===== src/rtl/axis_pixel_packer.sv =====
// Packs an 8-bit pixel stream into 32-bit AXI4-Stream beats, first pixel in bits [7:0].
// The final beat of each frame carries tlast/tkeep; frame_done pulses once it is accepted.
//   state     | meaning
//   FILL      | packing pixels into the accumulator, input open when the output slot can take a word
//   WAIT_LAST | tlast beat held in the output register, input blocked until it handshakes
module axis_pixel_packer #(
    parameter int FRAME_PIXELS = 262144,
    parameter int CNT_W        = $clog2(FRAME_PIXELS + 1)
) (
    input  logic        axi_clk,
    input  logic        axi_rst,
    input  logic        s_data_valid,
    input  logic [7:0]  s_data,
    output logic        s_data_ready,
    output logic [31:0] m_axis_tdata,
    output logic [3:0]  m_axis_tkeep,
    output logic        m_axis_tlast,
    output logic        m_axis_tvalid,
    input  logic        m_axis_tready,
    output logic        frame_done
);

    typedef enum logic {
        FILL      = 1'b0,
        WAIT_LAST = 1'b1
    } state_t;

    localparam logic [CNT_W-1:0] LAST_IDX = CNT_W'(FRAME_PIXELS - 1);

    state_t           state_q, state_d;
    logic [23:0]      acc_q, acc_d;
    logic [1:0]       lane_q, lane_d;
    logic [CNT_W-1:0] pix_cnt_q, pix_cnt_d;
    logic [31:0]      tdata_q, tdata_d;
    logic [3:0]       tkeep_q, tkeep_d;
    logic             tlast_q, tlast_d;
    logic             tvalid_q, tvalid_d;
    logic             frame_done_q, frame_done_d;

    logic s_acc;
    logic out_hs;
    logic last_pix;
    logic word_done;

    assign s_data_ready = (state_q == FILL) && (!tvalid_q || m_axis_tready);
    assign s_acc        = s_data_valid && s_data_ready;
    assign out_hs       = tvalid_q && m_axis_tready;
    assign last_pix     = (pix_cnt_q == LAST_IDX);
    assign word_done    = (lane_q == 2'd3) || last_pix;

    always_comb begin
        state_d      = state_q;
        acc_d        = acc_q;
        lane_d       = lane_q;
        pix_cnt_d    = pix_cnt_q;
        tdata_d      = tdata_q;
        tkeep_d      = tkeep_q;
        tlast_d      = tlast_q;
        tvalid_d     = tvalid_q;
        frame_done_d = 1'b0;

        if (out_hs) begin
            tvalid_d = 1'b0;
            if (state_q == WAIT_LAST && tlast_q) begin
                frame_done_d = 1'b1;
                state_d      = FILL;
            end
        end

        if (s_acc) begin
            if (word_done) begin
                // Lanes above the current one are still zero in acc, but mask explicitly anyway.
                case (lane_q)
                    2'd0:    begin tdata_d = {24'h0, s_data};               tkeep_d = 4'b0001; end
                    2'd1:    begin tdata_d = {16'h0, s_data, acc_q[7:0]};   tkeep_d = 4'b0011; end
                    2'd2:    begin tdata_d = {8'h0, s_data, acc_q[15:0]};   tkeep_d = 4'b0111; end
                    default: begin tdata_d = {s_data, acc_q};               tkeep_d = 4'b1111; end
                endcase
                tlast_d  = last_pix;
                tvalid_d = 1'b1;
                acc_d    = 24'h0;
                lane_d   = 2'd0;
                if (last_pix) begin
                    pix_cnt_d = '0;
                    state_d   = WAIT_LAST;
                end else begin
                    pix_cnt_d = pix_cnt_q + CNT_W'(1);
                end
            end else begin
                case (lane_q)
                    2'd0:    acc_d[7:0]   = s_data;
                    2'd1:    acc_d[15:8]  = s_data;
                    default: acc_d[23:16] = s_data;
                endcase
                lane_d    = lane_q + 2'd1;
                pix_cnt_d = pix_cnt_q + CNT_W'(1);
            end
        end
    end

    always_ff @(posedge axi_clk or negedge axi_rst) begin
        if (!axi_rst) begin
            state_q      <= FILL;
            acc_q        <= 24'h0;
            lane_q       <= 2'd0;
            pix_cnt_q    <= '0;
            tdata_q      <= 32'h0;
            tkeep_q      <= 4'h0;
            tlast_q      <= 1'b0;
            tvalid_q     <= 1'b0;
            frame_done_q <= 1'b0;
        end else begin
            state_q      <= state_d;
            acc_q        <= acc_d;
            lane_q       <= lane_d;
            pix_cnt_q    <= pix_cnt_d;
            tdata_q      <= tdata_d;
            tkeep_q      <= tkeep_d;
            tlast_q      <= tlast_d;
            tvalid_q     <= tvalid_d;
            frame_done_q <= frame_done_d;
        end
    end

    assign m_axis_tdata  = tdata_q;
    assign m_axis_tkeep  = tkeep_q;
    assign m_axis_tlast  = tlast_q;
    assign m_axis_tvalid = tvalid_q;
    assign frame_done    = frame_done_q;

endmodule


===== config.mk =====
export PLATFORM = sky130hd
export DESIGN_NAME = axis_pixel_packer
export DESIGN_NICKNAME = d
export VERILOG_FILES = /design/src/rtl/axis_pixel_packer.sv
export SDC_FILE = /design/constraint.sdc
export NUM_CORES = 1
export LEC_CHECK = 0
export ABC_CLOCK_PERIOD_IN_PS = 4100
export BUFFER_PORTS_ARGS = -buffer_cell sky130_fd_sc_hd__buf_2
export CAP_MARGIN = 20
export CORE_UTILIZATION = 35
export DETAILED_ROUTE_END_ITERATION = 6
export PLACE_DENSITY = 0.63
export REMOVE_ABC_BUFFERS = 1
export SLEW_MARGIN = 20
export SYNTH_ARGS = -nofsm -noshare
export SYNTH_HDL_FRONTEND = slang
export SYNTH_SLANG_ARGS = --single-unit

===== constraint.sdc =====
create_clock -name axi_clk -period 4.1 [get_ports axi_clk]
set_input_delay 0.205 -clock axi_clk [delete_from_list [all_inputs] [get_ports axi_clk]]
set_output_delay 0.205 -clock axi_clk [all_outputs]
set_load 0.02 [all_outputs]

* After elaboration in Yosys (flattened, before gate mapping)
Cells that the tools add are included.
Storage, ports and cells: bits in registers 85, input bits 12, output and inout port bits 40, logic and storage cells 53
Operators by class: add/sub/neg operators 2, equality and inequality tests 5, muxes and demuxes 19, bitwise logic cells 1, reduce and logical (&&, ||, !) cells 15
Operators with widths (count):
- $pmux W32 S3 | 1
- $mux W19 | 2
- $mux W24 | 1
- $mux W8 | 3
- $add A19 B1 Y19 const B | 1
- $eq A19 B18 Y1 const B | 1
- $pmux W4 S3 | 1
- $mux W1 | 10
- $reduce_and A2 Y1 | 4
- $eq A2 B2 Y1 const B | 2
- $logic_and A1 B1 Y1 | 4
- $reduce_bool A2 Y1 | 2
- $add A2 B1 Y2 const B | 1
- $eq A2 B1 Y1 const B | 1
- $logic_not A2 Y1 | 1
- $logic_or A1 B1 Y1 | 2
- $mux W2 | 1
- $ne A2 B1 Y1 const B | 1
- $reduce_or A2 Y1 | 1
- $logic_not A1 Y1 | 1
- $not A1 Y1 | 1

* Logic depth before layout (Yosys ltp)
word-level depth 6, gate-level depth with buffers 8, depth with buffers taken out 6

* Least setup slack after synthesis
No wires, ideal clock.
path type reg2reg, start point reg lane_q[0], end point reg acc_q[17], library setup time 0.066 ns, arrival 1.702 ns, setup slack 2.332 ns, cell stages (with the launch flop) 7, buffers on the path 2, clock period less this slack 1.768 ns, cells stage by stage dfrtp_1 > ha_1 > clkbuf_1 > or2_2 > clkbuf_1 > nor3_1 > a22o_1
On the way: cells in the longest elaborated chain, start to end 4, elaborated cells between the ends (all ways) 8
Ends and longest elaborated chain:
- from (decl) | RTL line 32 | logic [1:0] lane_q, lane_d;
- from (signal assigned) | RTL line 115 | lane_q <= lane_d;
- $eq A2 B1 Y1 (tied with other cells) | RTL line 90 | case (lane_q)
- $reduce_or A2 Y1 (no source line) or $logic_or A1 B1 Y1 (tied branches)
- $ne A2 B1 Y1 (no source line)
- $reduce_and A2 Y1 (no source line)
- to (signal assigned) | RTL line 104 | acc_q <= 24'h0;
- to (signal assigned) | RTL line 114 | acc_q <= acc_d;
- to (decl) | RTL line 31 | logic [23:0] acc_q, acc_d;
Several ways; a longest one is shown, not always the timed one. A chain may end at the register's enable or synchronous reset.

* Worst setup path after layout
start point reg pix_cnt_q[0], end point reg tdata_q[26], in the netlist m_axis_tdata[26]
On the way: cells in the longest elaborated chain, start to end 3
Ends and longest elaborated chain:
- from (decl) | RTL line 33 | logic [CNT_W-1:0] pix_cnt_q, pix_cnt_d;
- from (signal assigned) | RTL line 116 | pix_cnt_q <= pix_cnt_d;
- $eq A19 B18 Y1 | RTL line 48 | assign last_pix = (pix_cnt_q == LAST_IDX);
- $logic_or A1 B1 Y1 | RTL line 49 | assign word_done = (lane_q == 2'd3) || last_pix;
- $reduce_and A2 Y1 (no source line)
- to (signal assigned) | RTL line 117 | tdata_q <= tdata_d;
- to (decl) | RTL line 34 | logic [31:0] tdata_q, tdata_d;
Every way passes these cells.

==> flow_summary_export.csv <==
group,metric,value,unit
global_route,grt.overflow.total,0,
drt,routedWlPerCell,15.6,µm
drt,drc,0,
clocking,cts_buffers,9,
floorplan,ios,52,
timing,tightest_slew,844,ps
worst_hold_path,min_from,"m_axis_tready",
critical_path,critical_path_class,"flop to flop",
final_layout,n_fill_cell,1019,
place,io_buffers,51,
timing,max-slew-margin-rel,43.3,%
drt,ant_nets,0,
final_layout,nNetsFinal,425,
floorplan,fp.dieW,106,µm
drt,top_layer_used,"met4",
clocking,path_clk_slew,80,ps
worst_hold_path,min_path_type,"input pin to flop",
timing,min_period,2260,ps
clocking,clk_latency,350,ps
drt,drtIter0Drc,198,
floorplan,coreArea,10400,µm²
critical_path,r2r_cells,6,
drt,num_vias,2886,
floorplan,start_util,36.2,%
global_route,grt_usage,16.4,%
synthesis,synth-seq-cells,85,
synthesis,synth_edf_count,0,
synthesis,synth_top_area_share,56.6,%
critical_path,cp.required,4330,ps
drt,dr.pass1.iters,5,
synthesis,synth.area.top_cells,"dfrtp_1 57%, o21ai_0 6.7%, a22o_1 4.9%, a22oi_1 3.8%, nand2_1 3.4%",
final_layout,syn2layout_area_growth,15.2,%
drt,drt-vias-per-instance,5.26,
power_and_ir_drop,p_per_area,742,nW/µm²
clocking,post-cts-setup-buffers,0,
timing,fmax,442,MHz
clocking,ctsResizeCount,0,
final_layout,final_cell_count_no_fill,549,
drt,met3_length,469,µm
global_route,grt_pass1_wl,14.4,mm
critical_path,critPathLaunch,"pix_cnt_q[0]",
floorplan,die-height,106,µm
timing,fin_crit_sh,55.1,%
critical_path,cp.arrival,2490,ps
critical_path,r2r_setup_slack,1840,ps
critical_path,critPathSlowestCell,"nand2_2",
global_route,grt_max_degree,86,
synthesis,synth_cell_type_count,38,
clocking,cts_buffer_depth,2,
synthesis,synth_largest_area_cell,"dfrtp_1",
clocking,cts_tree,"yes",
place,gp_congestion,0.775,
synthesis,netlist_area,3760,µm²
global_route,antenna_found_initial,0,
clocking,cts_sinks,85,
run_status,outcome,"completed",
critical_path,crit_path_start_kind,"flop",
clocking,h-tree-depth,3,
drt,wl_met2,3.80,mm
power_and_ir_drop,leakage,2.01,nW
timing,finClkSkew,15.0,ps
power_and_ir_drop,irDropWorstVdd,0.219,mV
worst_hold_path,hold_path_depth,3,
worst_hold_path,hold_end,"frame_done",
timing,slew_violations,0,
final_layout,fin_util,41.7,%
floorplan,num_rows,37,
final_layout,diodes,0,
timing,setup_viol,0,
critical_path,worst_path_largest_cell_delay,440,ps
global_route,grt_pass1_vias,2771,
synthesis,synth-main-ff-cell,"dfrtp_1",
synthesis,synthArstFlopShare,100,%
critical_path,r2r_start,"pix_cnt_q[0]",
timing,finalSetupTns,0,ps
floorplan,dieArea,11200,µm²
critical_path,crit_chain,"ha_1, nand3_1, nor4_4, a21o_2, nand2_2, a22o_1",
critical_path,path_max_fanout,35,
synthesis,yosysWarningCount,0,
timing,hold_violations,0,
final_layout,drive_gt1_share,19.1,%
place,dp.cells,532,
place,dp_hpwl,5.64,mm
synthesis,synthCells,364,
critical_path,endpoint_kind,"flop",
final_layout,seq_area,2130,µm²
clocking,cts-hold-fix-buffers,0,
drt,route.layer.met1.wl,4.27,mm
timing,rsz0062_at_grt,"false",
drt,routed_wl,8.59,mm
clocking,cts-root-buf,"clkbuf_8",
critical_path,r2r-end,"m_axis_tdata[26]",
synthesis,synth_area_per_cell,10.3,µm²
synthesis,yosysSeqAreaShare,56.6,%
final_layout,multiInputGateArea,1510,µm²
run,maxCapViolCount,0,
## cells in the final DEF, fill, tap and decap left out, types with 5 or more instances in the layout
master    count
nand2_1      34
clkbuf_8     10
inv_1         6
xnor2_1       8
o21ai_0      50
ha_1          5
and3_1        9
a22oi_1      19
nand3_1      13
o21ai_1      19
a22o_1       21
a21oi_1      10
a31oi_1       7
dfrtp_1      85
buf_2        50
nor2_1       13
nor2b_1      10
## flip-flops by register name (all words and copies together) (netlist names)
| name | cells |
|---|---|
| acc_q | 24 |
| frame_done | 1 |
| lane_q | 2 |
| m_axis_tdata | 32 |
| m_axis_tkeep | 4 |
| m_axis_tlast | 1 |
| m_axis_tvalid | 1 |
| pix_cnt_q | 19 |
| state_q | 1 |
## worst max path at each step
| stage | cells after the start | to | slack [ps] |
|---|---|---|---|
| 6_report | 6 | m_axis_tdata[26] | 1840 |
| 5_1_grt | 6 | m_axis_tdata[27] | 1590 |
| 4_1_cts | 6 | m_axis_tdata[27] | 1830 |
| 3_5_place_dp | 6 | m_axis_tdata[30] | 1840 |
| 3_3_place_gp | 4 | m_axis_tdata[25] | 1890 |
| 2_1_floorplan | 5 | pix_cnt_q[18] | 1790 |
## per-layer routing
| layer | GRT usage, % | vias to the layer above |
|---|---|---|
| met5 | 0 | - |
| met4 | 4.27 | 0 |
| met3 | 4.08 | 5 |
| met2 | 23.1 | 70 |
| met1 | 24.9 | 1411 |
| li1 | - | 1400 |
## logic make-up (layout without fill, tap and decap cells)
logic type	after synthesis	in the layout	synth area share [%]
fa+ha+maj	5	5	1.66
buf+inv	28	77	3.30
compound gates	134	134	22.0
simple gates	100	100	13.6
flops	85	85	56.6
xor+xnor	12	12	2.80
## power breakdown
group | switching (mW) | internal, mW | total (mW) | leakage [nW]
clock network | 0.309 | 0.302 | 0.611 | 0.0955
registers | 0.185 | 1.15 | 1.33 | 1.09
logic | 0.793 | 0.477 | 1.27 | 0.825
total | 1.29 | 1.93 | 3.21 | 2.01
## cells in the mapped netlist (5+ instances only)
cell	number
a21oi_1	10
a22o_1	21
a22oi_1	19
a31oi_1	7
and3_1	9
buf_1	5
clkbuf_1	12
dfrtp_1	85
ha_1	5
inv_1	6
nand2_1	34
nand3_1	13
nor2_1	13
nor2b_1	10
o21ai_0	50
o21ai_1	19
xnor2_1	8
## critical path, delay by kind of cell (launching register included)
kind / cells / cell delay [ps]
AO/OA/AOI/OAI: 2 / 690
AND/OR/NAND/NOR: 3 / 840
adder cells (fa/ha/maj): 1 / 190
flip-flops: 1 / 410
## per-stage QoR
step | hold slack [ps] | power [mW] | instance area [µm²] | worst slack [ps]
after floorplan | -90.6 | 2.19 | 3660 | 1790
after global placement | 461 | 2.59 | 4110 | 1890
after detailed placement | 447 | 2.62 | 4110 | 1840
after CTS | 78.5 | 3.24 | 4320 | 1830
after global routing | 157 | 3.46 | 4330 | 1590
final | 157 | 3.21 | 4330 | 1840
## cell type report
cell class / instances / area share, %
inverter: 6 / 0.520
tap: 136 / 3.93
sequential: 85 / 49.1
multi-input combinational: 251 / 34.8
clock inverter: 6 / 1.62
timing repair buffer: 55 / 6.79
clock buffer: 10 / 3.18
Power figures use the tool's default switching activity.
